$ cat src/rtl/interrupt_sequencer_if.sv
// Bus and control bundle between the interrupt sequencer and the CPU datapath.
// The master side is the sequencer: it samples the request/status inputs and
// drives the bus, stack and PC-load controls while it owns the datapath.
interface interrupt_sequencer_if;
   logic        clk_enable;
   logic        irq;
   logic        nmi;
   logic        i_flag;
   logic        instr_boundary;
   logic [15:0] pc_in;
   logic [7:0]  sp_in;
   logic [7:0]  status_in;
   logic [7:0]  data_in;
   logic        busy;
   logic [15:0] address;
   logic        rw;
   logic [7:0]  data_out;
   logic        sp_dec;
   logic        pc_load;
   logic [15:0] pc_value;
   logic        set_i;
   logic [1:0]  source;

   modport master (
      input  clk_enable, irq, nmi, i_flag, instr_boundary,
             pc_in, sp_in, status_in, data_in,
      output busy, address, rw, data_out, sp_dec, pc_load, pc_value, set_i, source
   );

   modport slave (
      output clk_enable, irq, nmi, i_flag, instr_boundary,
             pc_in, sp_in, status_in, data_in,
      input  busy, address, rw, data_out, sp_dec, pc_load, pc_value, set_i, source
   );
endinterface

$ cat src/rtl/interrupt_sequencer.sv
// Reset/NMI/IRQ entry sequencer: pushes PCH, PCL, P, fetches the vector, loads PC, sets I.
// Latency: reset takes 3 enabled busy cycles after S_RST; an interrupt takes 6 busy cycles.
// Backpressure: clk_enable=0 freezes state, registers and all Moore outputs.
module interrupt_sequencer #(
   parameter logic [15:0] NMI_VECTOR   = 16'hFFFA,
   parameter logic [15:0] RESET_VECTOR = 16'hFFFC,
   parameter logic [15:0] IRQ_VECTOR   = 16'hFFFE,
   parameter logic [7:0]  STACK_PAGE   = 8'h01
) (
   input logic                   clk,
   input logic                   rst_n,
   interrupt_sequencer_if.master bus
);

   typedef enum logic [2:0] {
      S_RST,
      S_IDLE,
      S_PUSH_PCH,
      S_PUSH_PCL,
      S_PUSH_P,
      S_VEC_LO,
      S_VEC_HI,
      S_LOAD_PC
   } state_t;

   localparam logic [1:0] SRC_NONE  = 2'b00;
   localparam logic [1:0] SRC_RESET = 2'b01;
   localparam logic [1:0] SRC_NMI   = 2'b10;
   localparam logic [1:0] SRC_IRQ   = 2'b11;

   state_t      state_q, state_d;
   logic [1:0]  source_q, source_d;
   logic        nmi_prev_q, nmi_prev_d;
   logic        nmi_pending_q, nmi_pending_d;
   logic [7:0]  sp_lat_q, sp_lat_d;
   logic [15:0] pc_lat_q, pc_lat_d;
   logic [7:0]  p_lat_q, p_lat_d;
   logic [7:0]  vec_lo_q, vec_lo_d;
   logic [7:0]  vec_hi_q, vec_hi_d;

   logic        nmi_edge;
   logic        nmi_take;
   logic        irq_take;
   logic [15:0] vec_base;
   logic [7:0]  sp_m1;
   logic [7:0]  sp_m2;

   logic        busy_o;
   logic [15:0] address_o;
   logic        rw_o;
   logic [7:0]  data_out_o;
   logic        sp_dec_o;
   logic        pc_load_o;
   logic [15:0] pc_value_o;
   logic        set_i_o;

   // Vector base follows the latched source so no separate register is needed.
   always_comb begin
      case (source_q)
         SRC_NMI: vec_base = NMI_VECTOR;
         SRC_IRQ: vec_base = IRQ_VECTOR;
         default: vec_base = RESET_VECTOR;
      endcase
   end

   assign sp_m1 = sp_lat_q - 8'd1;
   assign sp_m2 = sp_lat_q - 8'd2;

   // Next-state logic, NMI edge tracking and entry latches.
   always_comb begin
      state_d       = state_q;
      source_d      = source_q;
      nmi_prev_d    = bus.nmi;
      nmi_edge      = bus.nmi & ~nmi_prev_q;
      nmi_pending_d = nmi_pending_q | nmi_edge;
      sp_lat_d      = sp_lat_q;
      pc_lat_d      = pc_lat_q;
      p_lat_d       = p_lat_q;
      vec_lo_d      = vec_lo_q;
      vec_hi_d      = vec_hi_q;
      // An edge arriving in the boundary cycle itself is honoured at once so
      // that a simultaneous NMI and IRQ resolve to NMI.
      nmi_take      = bus.instr_boundary & (nmi_pending_q | nmi_edge);
      irq_take      = bus.instr_boundary & bus.irq & ~bus.i_flag;

      case (state_q)
         S_RST: begin
            source_d = SRC_RESET;
            state_d  = S_VEC_LO;
         end
         S_IDLE: begin
            if (nmi_take || irq_take) begin
               sp_lat_d = bus.sp_in;
               pc_lat_d = bus.pc_in;
               p_lat_d  = bus.status_in;
               state_d  = S_PUSH_PCH;
               if (nmi_take) begin
                  source_d = SRC_NMI;
                  // The consumed request clears; a second edge on top of an
                  // already pending one stays pending.
                  nmi_pending_d = nmi_pending_q & nmi_edge;
               end else begin
                  source_d = SRC_IRQ;
               end
            end
         end
         S_PUSH_PCH: state_d = S_PUSH_PCL;
         S_PUSH_PCL: state_d = S_PUSH_P;
         S_PUSH_P:   state_d = S_VEC_LO;
         S_VEC_LO: begin
            vec_lo_d = bus.data_in;
            state_d  = S_VEC_HI;
         end
         S_VEC_HI: begin
            vec_hi_d = bus.data_in;
            state_d  = S_LOAD_PC;
         end
         S_LOAD_PC: begin
            source_d = SRC_NONE;
            state_d  = S_IDLE;
         end
         default: state_d = S_RST;
      endcase
   end

   // State and register update, gated by clk_enable.
   always_ff @(posedge clk or negedge rst_n) begin
      if (!rst_n) begin
         state_q       <= S_RST;
         source_q      <= SRC_RESET;
         nmi_prev_q    <= 1'b0;
         nmi_pending_q <= 1'b0;
         sp_lat_q      <= 8'h00;
         pc_lat_q      <= 16'h0000;
         p_lat_q       <= 8'h00;
         vec_lo_q      <= 8'h00;
         vec_hi_q      <= 8'h00;
      end else if (bus.clk_enable) begin
         state_q       <= state_d;
         source_q      <= source_d;
         nmi_prev_q    <= nmi_prev_d;
         nmi_pending_q <= nmi_pending_d;
         sp_lat_q      <= sp_lat_d;
         pc_lat_q      <= pc_lat_d;
         p_lat_q       <= p_lat_d;
         vec_lo_q      <= vec_lo_d;
         vec_hi_q      <= vec_hi_d;
      end
   end

   // Moore output decode from state and latched registers.
   always_comb begin
      busy_o     = 1'b1;
      address_o  = 16'h0000;
      rw_o       = 1'b1;
      data_out_o = 8'h00;
      sp_dec_o   = 1'b0;
      pc_load_o  = 1'b0;
      pc_value_o = 16'h0000;
      set_i_o    = 1'b0;
      case (state_q)
         S_IDLE: busy_o = 1'b0;
         S_PUSH_PCH: begin
            address_o  = {STACK_PAGE, sp_lat_q};
            rw_o       = 1'b0;
            data_out_o = pc_lat_q[15:8];
            sp_dec_o   = 1'b1;
         end
         S_PUSH_PCL: begin
            address_o  = {STACK_PAGE, sp_m1};
            rw_o       = 1'b0;
            data_out_o = pc_lat_q[7:0];
            sp_dec_o   = 1'b1;
         end
         S_PUSH_P: begin
            // Pushed P always has bit 5 set and B (bit 4) clear.
            address_o  = {STACK_PAGE, sp_m2};
            rw_o       = 1'b0;
            data_out_o = (p_lat_q | 8'h20) & ~8'h10;
            sp_dec_o   = 1'b1;
         end
         S_VEC_LO: address_o = vec_base;
         S_VEC_HI: address_o = vec_base + 16'd1;
         S_LOAD_PC: begin
            pc_load_o  = 1'b1;
            pc_value_o = {vec_hi_q, vec_lo_q};
            set_i_o    = 1'b1;
         end
         default: ;
      endcase
   end

   assign bus.busy     = busy_o;
   assign bus.address  = address_o;
   assign bus.rw       = rw_o;
   assign bus.data_out = data_out_o;
   assign bus.sp_dec   = sp_dec_o;
   assign bus.pc_load  = pc_load_o;
   assign bus.pc_value = pc_value_o;
   assign bus.set_i    = set_i_o;
   assign bus.source   = source_q;

endmodule

$ cat src/flat_wrapper.sv
// flat-port wrapper written by rule: the top's interface ports become plain ports
module interrupt_sequencer_flat 
#(
   parameter logic [15:0] NMI_VECTOR   = 16'hFFFA,
   parameter logic [15:0] RESET_VECTOR = 16'hFFFC,
   parameter logic [15:0] IRQ_VECTOR   = 16'hFFFE,
   parameter logic [7:0]  STACK_PAGE   = 8'h01
)
  (clk, rst_n, bus_clk_enable, bus_irq, bus_nmi, bus_i_flag, bus_instr_boundary, bus_pc_in, bus_sp_in, bus_status_in, bus_data_in, bus_busy, bus_address, bus_rw, bus_data_out, bus_sp_dec, bus_pc_load, bus_pc_value, bus_set_i, bus_source);
  interrupt_sequencer_if bus_i ();
  input logic clk;
  input logic rst_n;
  input wire logic [$bits(bus_i.clk_enable)-1:0] bus_clk_enable;
  input wire logic [$bits(bus_i.irq)-1:0] bus_irq;
  input wire logic [$bits(bus_i.nmi)-1:0] bus_nmi;
  input wire logic [$bits(bus_i.i_flag)-1:0] bus_i_flag;
  input wire logic [$bits(bus_i.instr_boundary)-1:0] bus_instr_boundary;
  input wire logic [$bits(bus_i.pc_in)-1:0] bus_pc_in;
  input wire logic [$bits(bus_i.sp_in)-1:0] bus_sp_in;
  input wire logic [$bits(bus_i.status_in)-1:0] bus_status_in;
  input wire logic [$bits(bus_i.data_in)-1:0] bus_data_in;
  output wire logic [$bits(bus_i.busy)-1:0] bus_busy;
  output wire logic [$bits(bus_i.address)-1:0] bus_address;
  output wire logic [$bits(bus_i.rw)-1:0] bus_rw;
  output wire logic [$bits(bus_i.data_out)-1:0] bus_data_out;
  output wire logic [$bits(bus_i.sp_dec)-1:0] bus_sp_dec;
  output wire logic [$bits(bus_i.pc_load)-1:0] bus_pc_load;
  output wire logic [$bits(bus_i.pc_value)-1:0] bus_pc_value;
  output wire logic [$bits(bus_i.set_i)-1:0] bus_set_i;
  output wire logic [$bits(bus_i.source)-1:0] bus_source;
  assign bus_i.clk_enable = bus_clk_enable;
  assign bus_i.irq = bus_irq;
  assign bus_i.nmi = bus_nmi;
  assign bus_i.i_flag = bus_i_flag;
  assign bus_i.instr_boundary = bus_instr_boundary;
  assign bus_i.pc_in = bus_pc_in;
  assign bus_i.sp_in = bus_sp_in;
  assign bus_i.status_in = bus_status_in;
  assign bus_i.data_in = bus_data_in;
  assign bus_busy = bus_i.busy;
  assign bus_address = bus_i.address;
  assign bus_rw = bus_i.rw;
  assign bus_data_out = bus_i.data_out;
  assign bus_sp_dec = bus_i.sp_dec;
  assign bus_pc_load = bus_i.pc_load;
  assign bus_pc_value = bus_i.pc_value;
  assign bus_set_i = bus_i.set_i;
  assign bus_source = bus_i.source;
  interrupt_sequencer #(.NMI_VECTOR(NMI_VECTOR), .RESET_VECTOR(RESET_VECTOR), .IRQ_VECTOR(IRQ_VECTOR), .STACK_PAGE(STACK_PAGE)) u_core (.clk(clk), .rst_n(rst_n), .bus(bus_i));
endmodule
$ cat config.mk
export PLATFORM = sky130hd
export DESIGN_NAME = interrupt_sequencer_flat
export DESIGN_NICKNAME = d
export VERILOG_FILES = /design/src/rtl/interrupt_sequencer_if.sv /design/src/rtl/interrupt_sequencer.sv /design/src/flat_wrapper.sv
export SDC_FILE = /design/constraint.sdc
export NUM_CORES = 1
export LEC_CHECK = 0
export CORE_ASPECT_RATIO = 0.5
export CORE_MARGIN = 3
export CORE_UTILIZATION = 50
export DETAILED_ROUTE_END_ITERATION = 7
export GPL_TIMING_DRIVEN = 1
export PLACE_DENSITY = 0.85
export SLEW_MARGIN = 0
export SYNTH_ARGS = -nofsm -noshare
export SYNTH_HDL_FRONTEND = slang
export SYNTH_SLANG_ARGS = --single-unit
$ cat constraint.sdc
create_clock -name clk -period 3.4 [get_ports clk]
set_input_delay 0.68 -clock clk [delete_from_list [all_inputs] [get_ports clk]]
set_output_delay 0.68 -clock clk [all_outputs]
set_load 0.01 [all_outputs]
==> Word-level counts from Yosys, hierarchy flattened <==
Index checks and enable logic that the tools add are counted.
{ "classes": {"add_sub_neg": 3, "n_eq_ne": 10, "muxes": 16, "bitwise_logic": 8, "n_reduce_logical": 10} }
{ "op_table": {"columns": ["cell", "count"], "rows": [
  ["16-bit one-hot mux with 5 select lines", 1],
  ["8-bit one-hot mux with 3 select lines", 1],
  ["3-bit one-hot mux with 7 select lines", 1],
  ["16-bit by 1-bit adder with 16-bit output (second input constant)", 1],
  ["16-bit 2-to-1 mux", 1],
  ["3-bit == test (second input constant)", 4],
  ["1-bit 2-to-1 mux", 8],
  ["8-bit by 1-bit subtractor with 8-bit output (second input constant)", 1],
  ["8-bit by 2-bit subtractor with 8-bit output (second input constant)", 1],
  ["3-bit by 2-bit == test with 1-bit output (second input constant)", 2],
  ["2-bit one-hot mux with 3 select lines", 1],
  ["3-bit one-hot mux with 2 select lines", 1],
  ["2-bit AND reduction", 3],
  ["3-bit AND reduction", 2],
  ["1-bit bitwise AND", 5],
  ["2-bit == test (second input constant)", 2],
  ["3-bit by 1-bit == test with 1-bit output (second input constant)", 1],
  ["3-bit zero test", 1],
  ["3-bit 2-to-1 mux", 1],
  ["3-bit nonzero test", 1],
  ["3-bit OR reduction", 1],
  ["2-bit 2-to-1 mux", 1],
  ["2-bit by 1-bit != test with 1-bit output (second input constant)", 1],
  ["1-bit NOT", 2],
  ["3 further kinds", 3]
]} }
{ "totals": {"register_bits": 55, "inputBits": 47, "out_inout_bits": 47, "elab_cells": 56} }

==> Longest topological paths before layout <==
{ "depth": {"word_depth": 7, "mapped_depth": 7, "depth_no_buf": 6} }

==> Worst setup path before layout <==
OpenSTA, ideal clock, no wires.
{ "synth_path": {"path_type": "register -> output", "start": "register u_core.sp_lat_q[1]", "end": "output bus_address[5]", "t_arrival_ns": 1.698, "required_ns": 2.720, "path_slack_ns": 1.022, "stages_incl_launch_ff": 7, "path_buffers": 0, "cell_sequence": "dfrtp_1 > inv_1 > ha_1 > nor4b_1 > xor2_1 > a21oi_1 > a221oi_1"} }
{ "synth_between": {"elab_chain_len": 2, "elab_cells_between_ends": 3, "classes_between": "2 x add/sub; 1 x mux"} }
{ "synth_rtl": {"columns": ["element", "line_no", "text"], "rows": [
  ["start: declaration", "interrupt_sequencer.sv:35", "logic [7:0] sp_lat_q, sp_lat_d;"],
  ["start signal: assignment", "interrupt_sequencer.sv:143", "sp_lat_q <= sp_lat_d;"],
  ["8-bit by 2-bit subtractor with 8-bit output or 8-bit by 1-bit subtractor with 8-bit output (tied branches)", "interrupt_sequencer.sv:67, interrupt_sequencer.sv:66", null],
  ["16-bit one-hot mux with 5 select lines (*)", "interrupt_sequencer.sv:161", "case (state_q)"],
  ["end: declaration", "flat_wrapper.sv:23", "output wire logic [$bits(bus_i.address)-1:0] bus_address;"]
]} }
Mark *: on every way between the ends. The rest lies on a longest branch, timed or not.

==> Final worst setup path <==
Ends and elaborated chain as after synthesis.

==> impl_metrics.yaml <==
setup_path:
  slowest_delay_ns: 0.59
  r2r_cells: 5
  r2r_start: "u_core.state_q[0]"
  cp-end-kind: "output port"
  ff2ff_setup_slack_ns: 1.00
  required_ns: 2.72
  startpoint_type: "register"
  r2r_end: "u_core.pc_lat_q[1]"
  cp_max_fo: 4
  crit_type: "reg -> out"
  crit_chain: "inv_1, ha_1, nor4b_4, xor2_1, a21oi_1, a221oi_1, clkdlybuf4s50_1"
  cp_slowest_cell: "clkdlybuf4s50_1"
  cp.arrival_ns: 2.52
global_route:
  grt-ovfl-total: 0
  grtUsageMet1: 0.273
  grt_pass1_vias: 2311
  grt_antenna_before_repair: 0
  busiest_layer: "met2"
  grt_start_max_net_pins: 32
  grtUsageMet3: 0.0418
  grt_first_pass_wirelength_microns: 11300
  grtUsageMet2: 0.356
  grtUsageTotal: 0.205
final_layout:
  finalInstanceArea_sq_mm: 0.00412
  post-route-util: 0.728
  diodes: 0
  syn2layout_area_growth_pct: 36.7
  fin_nets: 402
  final_cells: 427
  mostFrequentLayoutCell: "clkdlybuf4s50_1"
  fillCellCount: 411
  drive_gt1_frac: 0.195
  layout_common_cells: "90 x clkdlybuf4s50_1, 52 x dfrtp_1, 29 x mux2_4"
clock_tree:
  cts_made_buffers: 5
  path_clk_slew_ns: 0.07
  cts_num_sinks: 53
  cts_tree: "yes"
  root_buffer: "clkbuf_16"
  htree_levels: 2
  worstSkewPairLatency_ns: 0.29
  clock_path_buffers: 2
synthesis:
  synth_edf_count: 0
  synth-seq-cells: 53
  synth_top_area_frac: 0.432
  synthCells: 275
  ys_warn_count: 0
  synth_flop_cell: "dfrtp_1"
  async_flop_share: 1.00
  ys_types: 44
  synthTopCellsByArea: "dfrtp_1 43%, mux2_4 14%, mux2_2 7.1%"
  synth_seq_area_share: 0.441
  syn_nets: 324
  synth_area_sq_mm: 0.00301
  syn_area_per_cell_sq_um: 11.0
  synth_top_area_cell: "dfrtp_1"
floorplan:
  row_count: 19
  fp.coreArea_sq_mm: 0.00566
  die_area_sq_mm: 0.00705
  initial_core_util: 0.533
  io_pins: 94
  die_h_microns: 60.9
  dieWidth_microns: 116
route:
  drtPass1Iterations: 4
  drcViolationCount: 0
  vias_per_cell: 5.57
  routed_wirelength_microns: 6980
  dr.first_iter.drc_count: 118
  wl_per_cell_microns: 16.3
  drtAntennaViolNets: 0
  vias: 2379
hold_path:
  hold_path_class: "in -> async"
sta:
  hold_violations: 0
  maxSlewHeadroom: 0.330
  fin_ws_ns: 0.199
  min_period_ns: 3.20
  setup_violations: 0
  drv_slew: 0
  holdWs_ns: 0.412
  fmax_mhz: 312
  fin_worst_skew_ns: 0.00296
  worst_slew_pin_slew_ns: 1.00
  tns_ns: 0
  post-route-period-util: 0.941
  rsz0062_at_grt: "false"
placed_design:
  place_inst: 419
  portBuffers: 91
  dpl.hpwl_microns: 5130
  dpl_worst_slack_ns: 0.305
  gp_congestion: 0.861
  place_area_sq_mm: 0.00391
power_and_ir_drop:
  p_per_area_mw_per_mm2: 965
  p_total_mw: 3.97
  max-vdd-ir-drop_mv: 0.396
  leakagePower_nw: 1.81
outcome:
  status: "complete, no violations"
flow_run:
  cap_violations: 0
[cell type report]
type | instances | area [sq um] | share of cell area
Multi-Input combinational cell | 188 | 1530 | 0.371
Sequential cell | 53 | 1330 | 0.322
Timing Repair Buffer | 97 | 951 | 0.231
Clock buffer | 5 | 125 | 0.0304
Tap cell | 73 | 91.3 | 0.0222
Clock inverter | 3 | 65.1 | 0.0158
Inverter | 8 | 30.0 | 0.00729
[Yosys cell counts (2+ instances only)]
library cell,count
a211o_1,2
a211oi_1,5
a21o_1,2
a21oi_1,10
a22oi_1,8
and2_1,18
buf_2,3
buf_4,7
buf_6,3
clkbuf_1,12
dfrtp_1,52
ha_1,2
inv_1,8
mux2_2,19
mux2_4,29
nand2_1,17
nand2b_1,3
nand3_1,4
nand4b_1,2
nor2_1,14
nor2b_1,7
nor3_1,2
nor4_1,2
o211ai_1,2
o21a_1,2
o21ai_0,15
o22ai_1,2
o31ai_1,3
xnor2_1,2
xor2_1,4
[power by group]
part | switching (mW) | internal (mW)
combinational | 0.913 | 1.22
sequential | 0.266 | 0.933
clock | 0.218 | 0.420
total | 1.40 | 2.58
[cells by family (layout without fill, tap and decap cells)]
kind of cell | Yosys count | in the layout | share of synthesized area
buffers and inverters | 34 | 113 | 0.0598
DFF | 53 | 53 | 0.441
adders and majority gates | 2 | 2 | 0.00830
and+or+nand+nor | 76 | 76 | 0.137
AOI/OAI and AO/OA | 55 | 55 | 0.118
xor gates and xnor gates | 6 | 6 | 0.0174
muxes | 49 | 49 | 0.219
[per-layer routing]
| layer | part of all wire | routed length (microns) |
|---|---|---|
| met5 | 0 | 0 |
| met4 | 0.0053 | 37 |
| met3 | 0.064 | 449 |
| met2 | 0.51 | 3540 |
| met1 | 0.42 | 2950 |
[how the worst max path moves through the flow]
stage	startpoint	endpoint	slack [ns]	cells after the start
2_1_floorplan	u_core.sp_lat_q[1]	bus_address[5]	1.02	6
3_3_place_gp	u_core.sp_lat_q[1]	bus_address[5]	0.42	7
3_5_place_dp	u_core.sp_lat_q[1]	bus_address[5]	0.30	7
4_1_cts	u_core.state_q[1]	bus_data_out[1]	0.11	5
5_1_grt	u_core.sp_lat_q[2]	bus_address[5]	0.03	7
6_report	u_core.sp_lat_q[1]	bus_address[5]	0.20	7
[state kept, by name, summed over array words and instances, names as in the netlist]
name                  cells
u_core.sp_lat_q           8
u_core.vec_lo_q           8
u_core.nmi_prev_q         1
u_core.state_q            3
u_core.nmi_pending_q      1
u_core.pc_lat_q          16
u_core.bus.source         2
u_core.p_lat_q            6
u_core.vec_hi_q           8
[critical path: cells and delay by family (launching register included)]
family	cells	cell delay, ns
buffers and inverters	2	0.72
and+or+nand+nor	1	0.30
DFF	1	0.41
adders and majority gates	1	0.25
xor gates and xnor gates	1	0.20
AOI/OAI and AO/OA	2	0.34
[repair_timing]
| action | in CTS | in global routing |
|---|---|---|
| resized for setup | 1 | 3 |
| cloned | 0 | 0 |
| setup buffers | 0 | 0 |
| hold buffers | 0 | 0 |
| setup endpoints to repair | 1 | 8 |
Note: power is estimated with default switching activity, not from simulation.
